<file path="config.mk">
export PLATFORM = sky130hd
export DESIGN_NAME = idli_sync_m_flat
export DESIGN_NICKNAME = d
export VERILOG_FILES = /design/src/rtl/idli_sync_m_if.sv /design/src/rtl/idli_sync_m.sv /design/src/flat_wrapper.sv
export SDC_FILE = /design/constraint.sdc
export NUM_CORES = 1
export LEC_CHECK = 0
export CAP_MARGIN = 25
export CORE_AREA = 10 10 65 67
export CTS_BUF_LIST = sky130_fd_sc_hd__clkbuf_4
export DETAILED_ROUTE_END_ITERATION = 16
export DIE_AREA = 0 0 75 77
export GPL_TIMING_DRIVEN = 1
export HOLD_SLACK_MARGIN = 0.05
export PLACE_DENSITY = 0.81
export SLEW_MARGIN = 20
export SYNTH_ARGS = -nofsm -noshare
export SYNTH_HDL_FRONTEND = slang
export SYNTH_SLANG_ARGS = --single-unit
</file>
<file path="constraint.sdc">
create_clock -name i_sync_gck -period 2.6 [get_ports i_sync_gck]
set_input_delay 0.39 -clock i_sync_gck [delete_from_list [all_inputs] [get_ports i_sync_gck]]
set_output_delay 0.39 -clock i_sync_gck [all_outputs]
set_load 0.005 [all_outputs]
</file>
<file path="src/rtl/idli_sync_m_if.sv">
// Sequencer handshake bundle: pipeline requests in, slice timing and
// execution controls out.
interface idli_sync_m_if #(
   parameter int unsigned CTR_W = 2,
   parameter int unsigned CNT_W = 16
);
   logic             i_sync_redirect;
   logic             i_sync_stall_req;
   logic             i_sync_instr_vld;
   logic [CTR_W-1:0] o_sync_ctr;
   logic             o_sync_first;
   logic             o_sync_last;
   logic             o_sync_exec_en;
   logic             o_sync_hold;
   logic             o_sync_sqi_redirect;
   logic [1:0]       o_sync_state;
   logic [CNT_W-1:0] o_sync_exec_cnt;

   modport master (
      output i_sync_redirect, i_sync_stall_req, i_sync_instr_vld,
      input  o_sync_ctr, o_sync_first, o_sync_last, o_sync_exec_en,
             o_sync_hold, o_sync_sqi_redirect, o_sync_state, o_sync_exec_cnt
   );

   modport slave (
      input  i_sync_redirect, i_sync_stall_req, i_sync_instr_vld,
      output o_sync_ctr, o_sync_first, o_sync_last, o_sync_exec_en,
             o_sync_hold, o_sync_sqi_redirect, o_sync_state, o_sync_exec_cnt
   );
endinterface

</file>
<file path="src/rtl/idli_sync_m.sv">
// Bit-serial word sequencer: free-running slice counter plus a word-level
// FLUSH/RUN/STALL controller that only changes state on the last slice.
module idli_sync_m #(
   parameter int unsigned SLICES      = 4,
   parameter int unsigned FLUSH_WORDS = 2,
   parameter int unsigned CNT_W       = 16
) (
   input  logic         i_sync_gck,
   input  logic         i_sync_rst,
   idli_sync_m_if.slave bus
);
   localparam int unsigned CTR_W = $clog2(SLICES);
   localparam int unsigned FLS_W = 4;

   typedef enum logic [1:0] {
      ST_FLUSH = 2'd0,
      ST_RUN   = 2'd1,
      ST_STALL = 2'd2
   } state_t;

   state_t           state_q;
   logic [CTR_W-1:0] ctr_q;
   logic             first_q;
   logic             last_q;
   logic [FLS_W-1:0] flush_q;
   logic             pend_q;
   logic             exec_en_q;
   logic             hold_q;
   logic             sqi_redir_q;
   logic [CNT_W-1:0] exec_cnt_q;
   logic             redir_taken_c;

   // A redirect seen earlier in the word, or on the boundary itself, wins.
   assign redir_taken_c = pend_q | bus.i_sync_redirect;

   always_ff @(posedge i_sync_gck or posedge i_sync_rst) begin
      if (i_sync_rst) begin
         state_q     <= ST_FLUSH;
         ctr_q       <= '0;
         first_q     <= 1'b1;
         last_q      <= 1'b0;
         flush_q     <= FLS_W'(FLUSH_WORDS);
         pend_q      <= 1'b0;
         exec_en_q   <= 1'b0;
         hold_q      <= 1'b0;
         sqi_redir_q <= 1'b0;
         exec_cnt_q  <= '0;
      end else begin
         ctr_q       <= ctr_q + CTR_W'(1);
         first_q     <= (ctr_q == CTR_W'(SLICES - 1));
         last_q      <= (ctr_q == CTR_W'(SLICES - 2));
         sqi_redir_q <= 1'b0;

         if (!last_q) begin
            pend_q <= pend_q | bus.i_sync_redirect;
         end else begin
            pend_q <= 1'b0;
            if (state_q == ST_RUN && exec_cnt_q != '1)
               exec_cnt_q <= exec_cnt_q + CNT_W'(1);

            if (redir_taken_c) begin
               state_q     <= ST_FLUSH;
               flush_q     <= FLS_W'(FLUSH_WORDS);
               sqi_redir_q <= 1'b1;
               exec_en_q   <= 1'b0;
               hold_q      <= 1'b0;
            end else begin
               unique case (state_q)
                  ST_FLUSH: begin
                     if (flush_q != '0) begin
                        flush_q <= flush_q - FLS_W'(1);
                     end else if (bus.i_sync_instr_vld) begin
                        state_q   <= ST_RUN;
                        exec_en_q <= 1'b1;
                     end
                  end
                  ST_RUN: begin
                     if (bus.i_sync_stall_req) begin
                        state_q   <= ST_STALL;
                        exec_en_q <= 1'b0;
                        hold_q    <= 1'b1;
                     end else if (!bus.i_sync_instr_vld) begin
                        // Starvation: re-enter FLUSH without a flush window.
                        state_q   <= ST_FLUSH;
                        flush_q   <= '0;
                        exec_en_q <= 1'b0;
                     end
                  end
                  ST_STALL: begin
                     if (!bus.i_sync_stall_req) begin
                        state_q   <= ST_RUN;
                        exec_en_q <= 1'b1;
                        hold_q    <= 1'b0;
                     end
                  end
                  default: begin
                     state_q   <= ST_FLUSH;
                     exec_en_q <= 1'b0;
                     hold_q    <= 1'b0;
                  end
               endcase
            end
         end
      end
   end

   assign bus.o_sync_ctr          = ctr_q;
   assign bus.o_sync_first        = first_q;
   assign bus.o_sync_last         = last_q;
   assign bus.o_sync_exec_en      = exec_en_q;
   assign bus.o_sync_hold         = hold_q;
   assign bus.o_sync_sqi_redirect = sqi_redir_q;
   assign bus.o_sync_state        = state_q;
   assign bus.o_sync_exec_cnt     = exec_cnt_q;
endmodule

</file>
<file path="src/flat_wrapper.sv">
// flat-port wrapper written by rule: the top's interface ports become plain ports
module idli_sync_m_flat 
#(
   parameter int unsigned SLICES      = 4,
   parameter int unsigned FLUSH_WORDS = 2,
   parameter int unsigned CNT_W       = 16
)
  (i_sync_gck, i_sync_rst, bus_i_sync_redirect, bus_i_sync_stall_req, bus_i_sync_instr_vld, bus_o_sync_ctr, bus_o_sync_first, bus_o_sync_last, bus_o_sync_exec_en, bus_o_sync_hold, bus_o_sync_sqi_redirect, bus_o_sync_state, bus_o_sync_exec_cnt);
  idli_sync_m_if #(.CTR_W(2), .CNT_W(CNT_W)) bus_i ();
  input  logic i_sync_gck;
  input  logic i_sync_rst;
  input wire logic [$bits(bus_i.i_sync_redirect)-1:0] bus_i_sync_redirect;
  input wire logic [$bits(bus_i.i_sync_stall_req)-1:0] bus_i_sync_stall_req;
  input wire logic [$bits(bus_i.i_sync_instr_vld)-1:0] bus_i_sync_instr_vld;
  output wire logic [$bits(bus_i.o_sync_ctr)-1:0] bus_o_sync_ctr;
  output wire logic [$bits(bus_i.o_sync_first)-1:0] bus_o_sync_first;
  output wire logic [$bits(bus_i.o_sync_last)-1:0] bus_o_sync_last;
  output wire logic [$bits(bus_i.o_sync_exec_en)-1:0] bus_o_sync_exec_en;
  output wire logic [$bits(bus_i.o_sync_hold)-1:0] bus_o_sync_hold;
  output wire logic [$bits(bus_i.o_sync_sqi_redirect)-1:0] bus_o_sync_sqi_redirect;
  output wire logic [$bits(bus_i.o_sync_state)-1:0] bus_o_sync_state;
  output wire logic [$bits(bus_i.o_sync_exec_cnt)-1:0] bus_o_sync_exec_cnt;
  assign bus_i.i_sync_redirect = bus_i_sync_redirect;
  assign bus_i.i_sync_stall_req = bus_i_sync_stall_req;
  assign bus_i.i_sync_instr_vld = bus_i_sync_instr_vld;
  assign bus_o_sync_ctr = bus_i.o_sync_ctr;
  assign bus_o_sync_first = bus_i.o_sync_first;
  assign bus_o_sync_last = bus_i.o_sync_last;
  assign bus_o_sync_exec_en = bus_i.o_sync_exec_en;
  assign bus_o_sync_hold = bus_i.o_sync_hold;
  assign bus_o_sync_sqi_redirect = bus_i.o_sync_sqi_redirect;
  assign bus_o_sync_state = bus_i.o_sync_state;
  assign bus_o_sync_exec_cnt = bus_i.o_sync_exec_cnt;
  idli_sync_m #(.SLICES(SLICES), .FLUSH_WORDS(FLUSH_WORDS), .CNT_W(CNT_W)) u_core (.i_sync_gck(i_sync_gck), .i_sync_rst(i_sync_rst), .bus(bus_i));
endmodule
</file>
* Word-level counts from Yosys, hierarchy flattened
Cells that the tools add are included.
** Storage, ports and cells
- Flip-flop bits (word level) :: 30
- Input bits :: 5
- Word-level logic and storage cells :: 62
- Output and inout bits :: 25
** Operators by class
- Eq/ne operators :: 14
- Multiplexer cells :: 26
- Bitwise logic cells :: 1
- Add/sub/neg operators :: 3
- Reduce and logical (&&, ||, !) cells :: 8
** Operator list (count)
- inequality test 3 x 2 -> 1 bit, second input constant :: 6
- adder 16 x 1 -> 16 bit, second input constant :: 1
- 2-to-1 mux 4 bit :: 4
- inequality test 16 bit, second input constant :: 1
- 2-to-1 mux 1 bit :: 12
- 2-to-1 mux 2 bit :: 6
- AND reduction 5 bit :: 2
- one-hot mux 4 bit (2 select lines) :: 1
- == test 2 bit, second input constant :: 3
- one-hot mux 1 bit (3 select lines) :: 2
- one-hot mux 2 bit (3 select lines) :: 1
- inequality test 4 x 3 -> 1 bit, second input constant :: 1
- AND reduction 4 bit :: 1
- nonzero test 4 bit :: 1
- subtractor 4 x 1 -> 4 bit, second input constant :: 1
- inequality test 3 x 1 -> 1 bit, second input constant :: 1
- nonzero test 3 bit :: 1
- adder 2 x 1 -> 2 bit, second input constant :: 1
- == test 2 x 1 -> 1 bit, second input constant :: 1
- zero test 2 bit :: 1
- inequality test 2 x 1 -> 1 bit, second input constant :: 1
- AND reduction 2 bit :: 1
- logical AND 1 bit :: 1
- bitwise OR 1 bit :: 1

* Depth between registers and ports, before layout
- Depth after elaboration :: 4
- Mapped depth :: 6
- Depth with buffers taken out :: 6

* Least setup slack after synthesis
No wires, ideal clock.
- Kind :: register to register
- Start :: register u_core.flush_q[0]
- End :: register u_core.exec_en_q, in the netlist u_core.bus.o_sync_exec_en
- Slack :: 815 ps
- Data required time :: 2472 ps
- Library setup time :: 128 ps
- Stages on the path, launching flop included :: 7
- Buffers on the path :: 0
- Clock period less this slack :: 1785 ps
- Data arrival time :: 1657 ps
- Cell sequence :: dfrtp_1 > inv_1 > ha_1 > or3b_1 > o221ai_1 > and3_1 > mux2_1
** Between the ends
- Word-level cells in the longest chain between the ends :: 3
** RTL lines
- start: declaration :: RTL line idli_sync_m.sv:25 : logic [FLS_W-1:0] flush_q;
- start signal: assignment :: RTL line idli_sync_m.sv:42 : flush_q <= FLS_W'(FLUSH_WORDS);
- start signal: assignment :: RTL line idli_sync_m.sv:63 : flush_q <= FLS_W'(FLUSH_WORDS);
- start signal: assignment :: RTL line idli_sync_m.sv:71 : flush_q <= flush_q - FLS_W'(1);
- nonzero test 4 bit :: RTL line idli_sync_m.sv:70 : if (flush_q != '0) begin
- inequality test 3 x 2 -> 1 bit (no line)
- AND reduction 5 bit (no line)
- end signal: assignment :: RTL line idli_sync_m.sv:65 : exec_en_q <= 1'b0;
- end signal: assignment :: RTL line idli_sync_m.sv:74 : exec_en_q <= 1'b1;
- end signal: assignment :: RTL line idli_sync_m.sv:80 : exec_en_q <= 1'b0;
- end: declaration :: RTL line idli_sync_m.sv:27 : logic exec_en_q;
No other way between the ends.
A chain may end at the register's enable or synchronous reset.

* Worst setup path after layout
Same ends and word-level chain as after synthesis.

==> metrics.md <==
| Metric | Value |
|---|---|
| Clk Latency, worst-skew pair | around 0.33 ns |
| Final setup violation count | 0 |
| Class of the most critical setup path | reg2reg |
| Global-route usage over all layers | 0.125 |
| Power share of the combinational group | 0.074 |
| Internal power of the cells | a little over 600 uW |
| Setup fix buffers added after clock tree synthesis | 0 |
| Overall power after layout | 818 uW |
| Die span in x | roughly 75 um |
| Setup TNS | 0 ns |
| Number of cells on the worst reg-to-reg path | 6 |
| CP Capture Type | flip-flop |
| Initial core utilization | 0.516 |
| Flip-flop and latch count after synthesis | 30 |
| Final GP Congestion | between 0.8 and 0.9 |
| Unrepaired setup endpoints after global routing | no |
| Fin. Hold Viols | 0 |
| Highest achievable clock rate | around 520 MHz |
| Global route total overflow | 0 |
| Clock period minus worst slack | 1.92 ns |
| Buffers from clock root to sink, at most | 2 |
| Post-detailed-route DRC marker count | 0 |
| Post-layout instance area | about 1900 um2 |
| Post-Synthesis Net Count | roughly 160 |
| Area of all sequential standard cells | 753 um2 |
| Number of max-slew violations in the final report | 0 |
| HP Class | in2async |
| Post-cts resize count | 0 |
| I/O pin total | 30 |
| DRT Wirelength | ~3400 um |
| Number of maximum-capacitance violations | 0 |
| Part of the cycle the worst path needs | 0.738 |
| Static power due to leakage | 0.877 nW |
| Total number of vias | 1221 |
| Largest net degree at the start of global routing | 18 |
| Number of fillers in the final layout | around 260 |
| Switching component of the power | ~200 uW |
| DRT iter0 DRCs | 112 |
| Number of buffers created by CTS | 5 |
| Power density over the cells | roughly 430 nW/um2 |
| Highest net fanout along the worst path | 5 |
| Count of standard-cell rows | 20 |
| Placeable Area | 2980 um2 |
| Crit path cell chain | inv_1, ha_1, or3b_1, o221ai_1, and3_1, mux2_1 |
| Crit-path slowest cell | sky130_fd_sc_hd__dfrtp_1 |
| Clock root buffer master | sky130_fd_sc_hd__clkbuf_4 |
| Pre-CTS WS | 0.604 ns |
| Min setup slack post-route | 0.681 ns |
| First-pass iteration count of the detailed router | 4 |
| Per-instance average area after synthesis | between 10 and 15 um2 |
| Chip Height | a little under 80 um |
| Yosys cell types | 43 |
| CTS tree | yes |
| First-pass GRT wire length | roughly 5600 um |
| Vias in the first global route | approximately 1200 |
| Switching power as a share of total power | 0.241 |
| Antenna violations before repair | 0 |
| Data arrival time at the worst-slack endpoint | approximately 2.1 ns |
| Hold bufs inserted after CTS | 0 |
| Number of inserted diodes | 0 |
| Synth-to-layout area growth | 24.9% |
| Port Buffers | 29 |
| Fraction of power consumed by the clock network | 0.326 |
| Detailed-route vias per instance | about 5.7 |
| Worst-path clk slew | about 0.090 ns |
| DPL Wire Length | ~2600 um |
| Fraction of final layout cells with drive strength greater than 1 | 0.0989 |
| Area of the multi-input gates | ~730 um2 |
| Slew of the pin with the lowest slew margin | just over 0.5 ns |
| Critical path's largest stage delay | between 0.4 and 0.5 ns |
| Data required time at the worst endpoint | ~2.8 ns |
| Crit start category | flip-flop |
| Htree depth | 2 |
| Post-detailed-placement cell area | around 1900 um2 |
| Worst setup skew after layout | 0.00672 ns |
| Portion of total power attributed to sequential cells | 0.599 |
| Wirelength per Cell | 15.7 um |
| Remaining antenna violation count | 0 |
| Net count of the finished layout | 190 |
| Share of the yosys chip area belonging to registers | 0.491 |
| Worst ir drop on vdd | between 300 and 400 uV |
| Count of yosys warnings during synthesis | 0 |
| Sinks on Clock Net | 30 |
| Worst rel slew slack | 0.657 |
| Mapped Area | approximately 1500 um2 |
| Synthesized netlist cell count | approximately 150 |
| Outcome | completed |
| Die area | 5780 um2 |
[power groups by stage]
stage / registers, mW / logic [mW] / clock network, mW
5_1_grt: 0.493 / 0.0687 / 0.297
4_1_cts: 0.491 / 0.0627 / 0.273
3_3_place_gp: 0.499 / 0.0595 / 0
3_5_place_dp: 0.499 / 0.0623 / 0
6_report: 0.490 / 0.0609 / 0.267
2_1_floorplan: 0.497 / 0.0271 / 0
[Yosys cell counts]
cell,n,area (um2)
sky130_fd_sc_hd__or4_4,1,11.3
sky130_fd_sc_hd__nor3b_2,1,12.5
sky130_fd_sc_hd__o21ai_1,4,20.0
sky130_fd_sc_hd__o31a_1,1,8.76
sky130_fd_sc_hd__dfstp_2,2,52.6
sky130_fd_sc_hd__nor3_2,1,10.0
sky130_fd_sc_hd__and4_1,1,8.76
sky130_fd_sc_hd__xnor2_1,5,43.8
sky130_fd_sc_hd__or4_1,2,15.0
sky130_fd_sc_hd__ha_1,4,50.1
sky130_fd_sc_hd__o21ai_0,3,15.0
sky130_fd_sc_hd__nand4_2,1,12.5
sky130_fd_sc_hd__a31oi_1,2,12.5
sky130_fd_sc_hd__o21bai_1,1,7.51
sky130_fd_sc_hd__a21oi_1,4,20.0
sky130_fd_sc_hd__o221ai_1,1,8.76
sky130_fd_sc_hd__nand4b_2,1,15.0
sky130_fd_sc_hd__buf_2,2,10.0
sky130_fd_sc_hd__mux2_1,4,45.0
sky130_fd_sc_hd__nand3b_1,1,7.51
sky130_fd_sc_hd__nand4_1,7,43.8
sky130_fd_sc_hd__or3b_1,1,8.76
sky130_fd_sc_hd__nor2b_1,2,12.5
sky130_fd_sc_hd__xor2_1,7,61.3
sky130_fd_sc_hd__nand2_1,9,33.8
sky130_fd_sc_hd__nand4b_1,2,17.5
sky130_fd_sc_hd__nand2b_1,3,18.8
sky130_fd_sc_hd__a22o_1,1,8.76
sky130_fd_sc_hd__nor3_1,5,25.0
sky130_fd_sc_hd__and3_1,3,18.8
sky130_fd_sc_hd__nor2_1,8,30.0
sky130_fd_sc_hd__inv_1,10,37.5
sky130_fd_sc_hd__and2_1,2,12.5
sky130_fd_sc_hd__a31o_2,1,8.76
sky130_fd_sc_hd__nor4_2,2,25.0
sky130_fd_sc_hd__nand3_1,5,25.0
sky130_fd_sc_hd__nor3b_1,1,7.51
sky130_fd_sc_hd__nor4_1,1,6.26
sky130_fd_sc_hd__a211oi_1,1,7.51
sky130_fd_sc_hd__and3b_1,1,8.76
sky130_fd_sc_hd__o31ai_1,1,7.51
sky130_fd_sc_hd__dfrtp_1,28,701
sky130_fd_sc_hd__a21o_1,3,22.5
[through the flow]
step                      hold WS (ns)  utilization  instances
after global routing             0.423        0.644        215
after CTS                        0.387        0.644        215
after floorplan                  0.465            -        146
final                            0.377        0.644        215
after global placement           0.466        0.626        207
after detailed placement         0.481        0.626        207
[sequential cells by signal (all words and copies together), names as in the netlist, 2 cells and up]
signal / count
u_core.bus.o_sync_ctr: 2
u_core.bus.o_sync_exec_cnt: 16
u_core.bus.o_sync_state: 2
u_core.flush_q: 4
[worst max-delay path: cells and delay by family, from the launching register on]
family                     cells  cell delay, ns
AOI/OAI and AO/OA              1            0.17
adders and majority gates      1            0.17
buffers and inverters          1            0.08
DFF                            1            0.43
muxes                          1            0.33
and+or+nand+nor                2            0.63
[cell usage in the layout (no fill, tap or decap), types with 2 or more instances in the layout]
| cell | count |
|---|---|
| sky130_fd_sc_hd__or4_1 | 2 |
| sky130_fd_sc_hd__nand4b_1 | 2 |
| sky130_fd_sc_hd__nor4_2 | 2 |
| sky130_fd_sc_hd__dfrtp_1 | 28 |
| sky130_fd_sc_hd__and3_1 | 3 |
| sky130_fd_sc_hd__nand3_1 | 5 |
| sky130_fd_sc_hd__o21ai_0 | 3 |
| sky130_fd_sc_hd__xnor2_1 | 5 |
| sky130_fd_sc_hd__nand2_1 | 9 |
| sky130_fd_sc_hd__nand2b_1 | 3 |
| sky130_fd_sc_hd__clkdlybuf4s50_1 | 29 |
| sky130_fd_sc_hd__dfstp_2 | 2 |
| sky130_fd_sc_hd__nor2b_1 | 2 |
| sky130_fd_sc_hd__nor2_1 | 8 |
| sky130_fd_sc_hd__ha_1 | 4 |
| sky130_fd_sc_hd__o21ai_1 | 4 |
| sky130_fd_sc_hd__nor3_1 | 5 |
| sky130_fd_sc_hd__a21o_1 | 3 |
| sky130_fd_sc_hd__a21oi_1 | 4 |
| sky130_fd_sc_hd__inv_1 | 10 |
| sky130_fd_sc_hd__and2_1 | 2 |
| sky130_fd_sc_hd__a31oi_1 | 2 |
| sky130_fd_sc_hd__mux2_1 | 4 |
| sky130_fd_sc_hd__clkbuf_4 | 6 |
| sky130_fd_sc_hd__nand4_1 | 7 |
| sky130_fd_sc_hd__xor2_1 | 7 |
[worst paths after layout]
check | to | start | slack [ns]
max in group asynchronous | u_core.bus.o_sync_first$_DFF_PP1_ | i_sync_rst | 1.54
worst max register to register | u_core.bus.o_sync_exec_en$_DFFE_PP0P_ | u_core.flush_q[0]$_DFFE_PP0P_ | 0.68
worst min register to register | u_core.bus.o_sync_ctr[0]$_DFF_PP0_ | u_core.bus.o_sync_ctr[0]$_DFF_PP0_ | 0.49
worst min-delay path | u_core.flush_q[2]$_DFFE_PP0P_ | i_sync_rst | 0.38
worst max-delay path | u_core.bus.o_sync_exec_en$_DFFE_PP0P_ | u_core.flush_q[0]$_DFFE_PP0P_ | 0.68
min in group i_sync_gck | u_core.bus.o_sync_ctr[0]$_DFF_PP0_ | u_core.bus.o_sync_ctr[0]$_DFF_PP0_ | 0.49
[layer usage]
layer	vias up	part of all wire	wire [um]	global-route usage
li1	600	-	-	-
met1	588	0.44	1470	0.145
met2	27	0.47	1570	0.183
met3	6	0.081	272	0.0656
met4	0	0.019	63	0.0606
met5	-	0	0	0
[cells by family (layout without fill, tap and decap cells)]
family | count (synthesis) | in the layout | synth area share
simple gates | 61 | 61 | 0.252
flops | 30 | 30 | 0.491
compound gates | 23 | 23 | 0.0962
xor+xnor | 12 | 12 | 0.0685
buf+inv | 12 | 48 | 0.0310
fa+ha+maj | 4 | 4 | 0.0326
mux | 4 | 4 | 0.0293
[area by class of cell]
cell class | count | share of cell area
sequential | 30 | 0.393
multi-input combinational | 104 | 0.383
inverter | 10 | 0.0196
clock inverter | 2 | 0.00457
clock buffer | 6 | 0.0235
timing repair buffer | 30 | 0.155
tap | 33 | 0.0215
(Power assumes the default switching activity.)
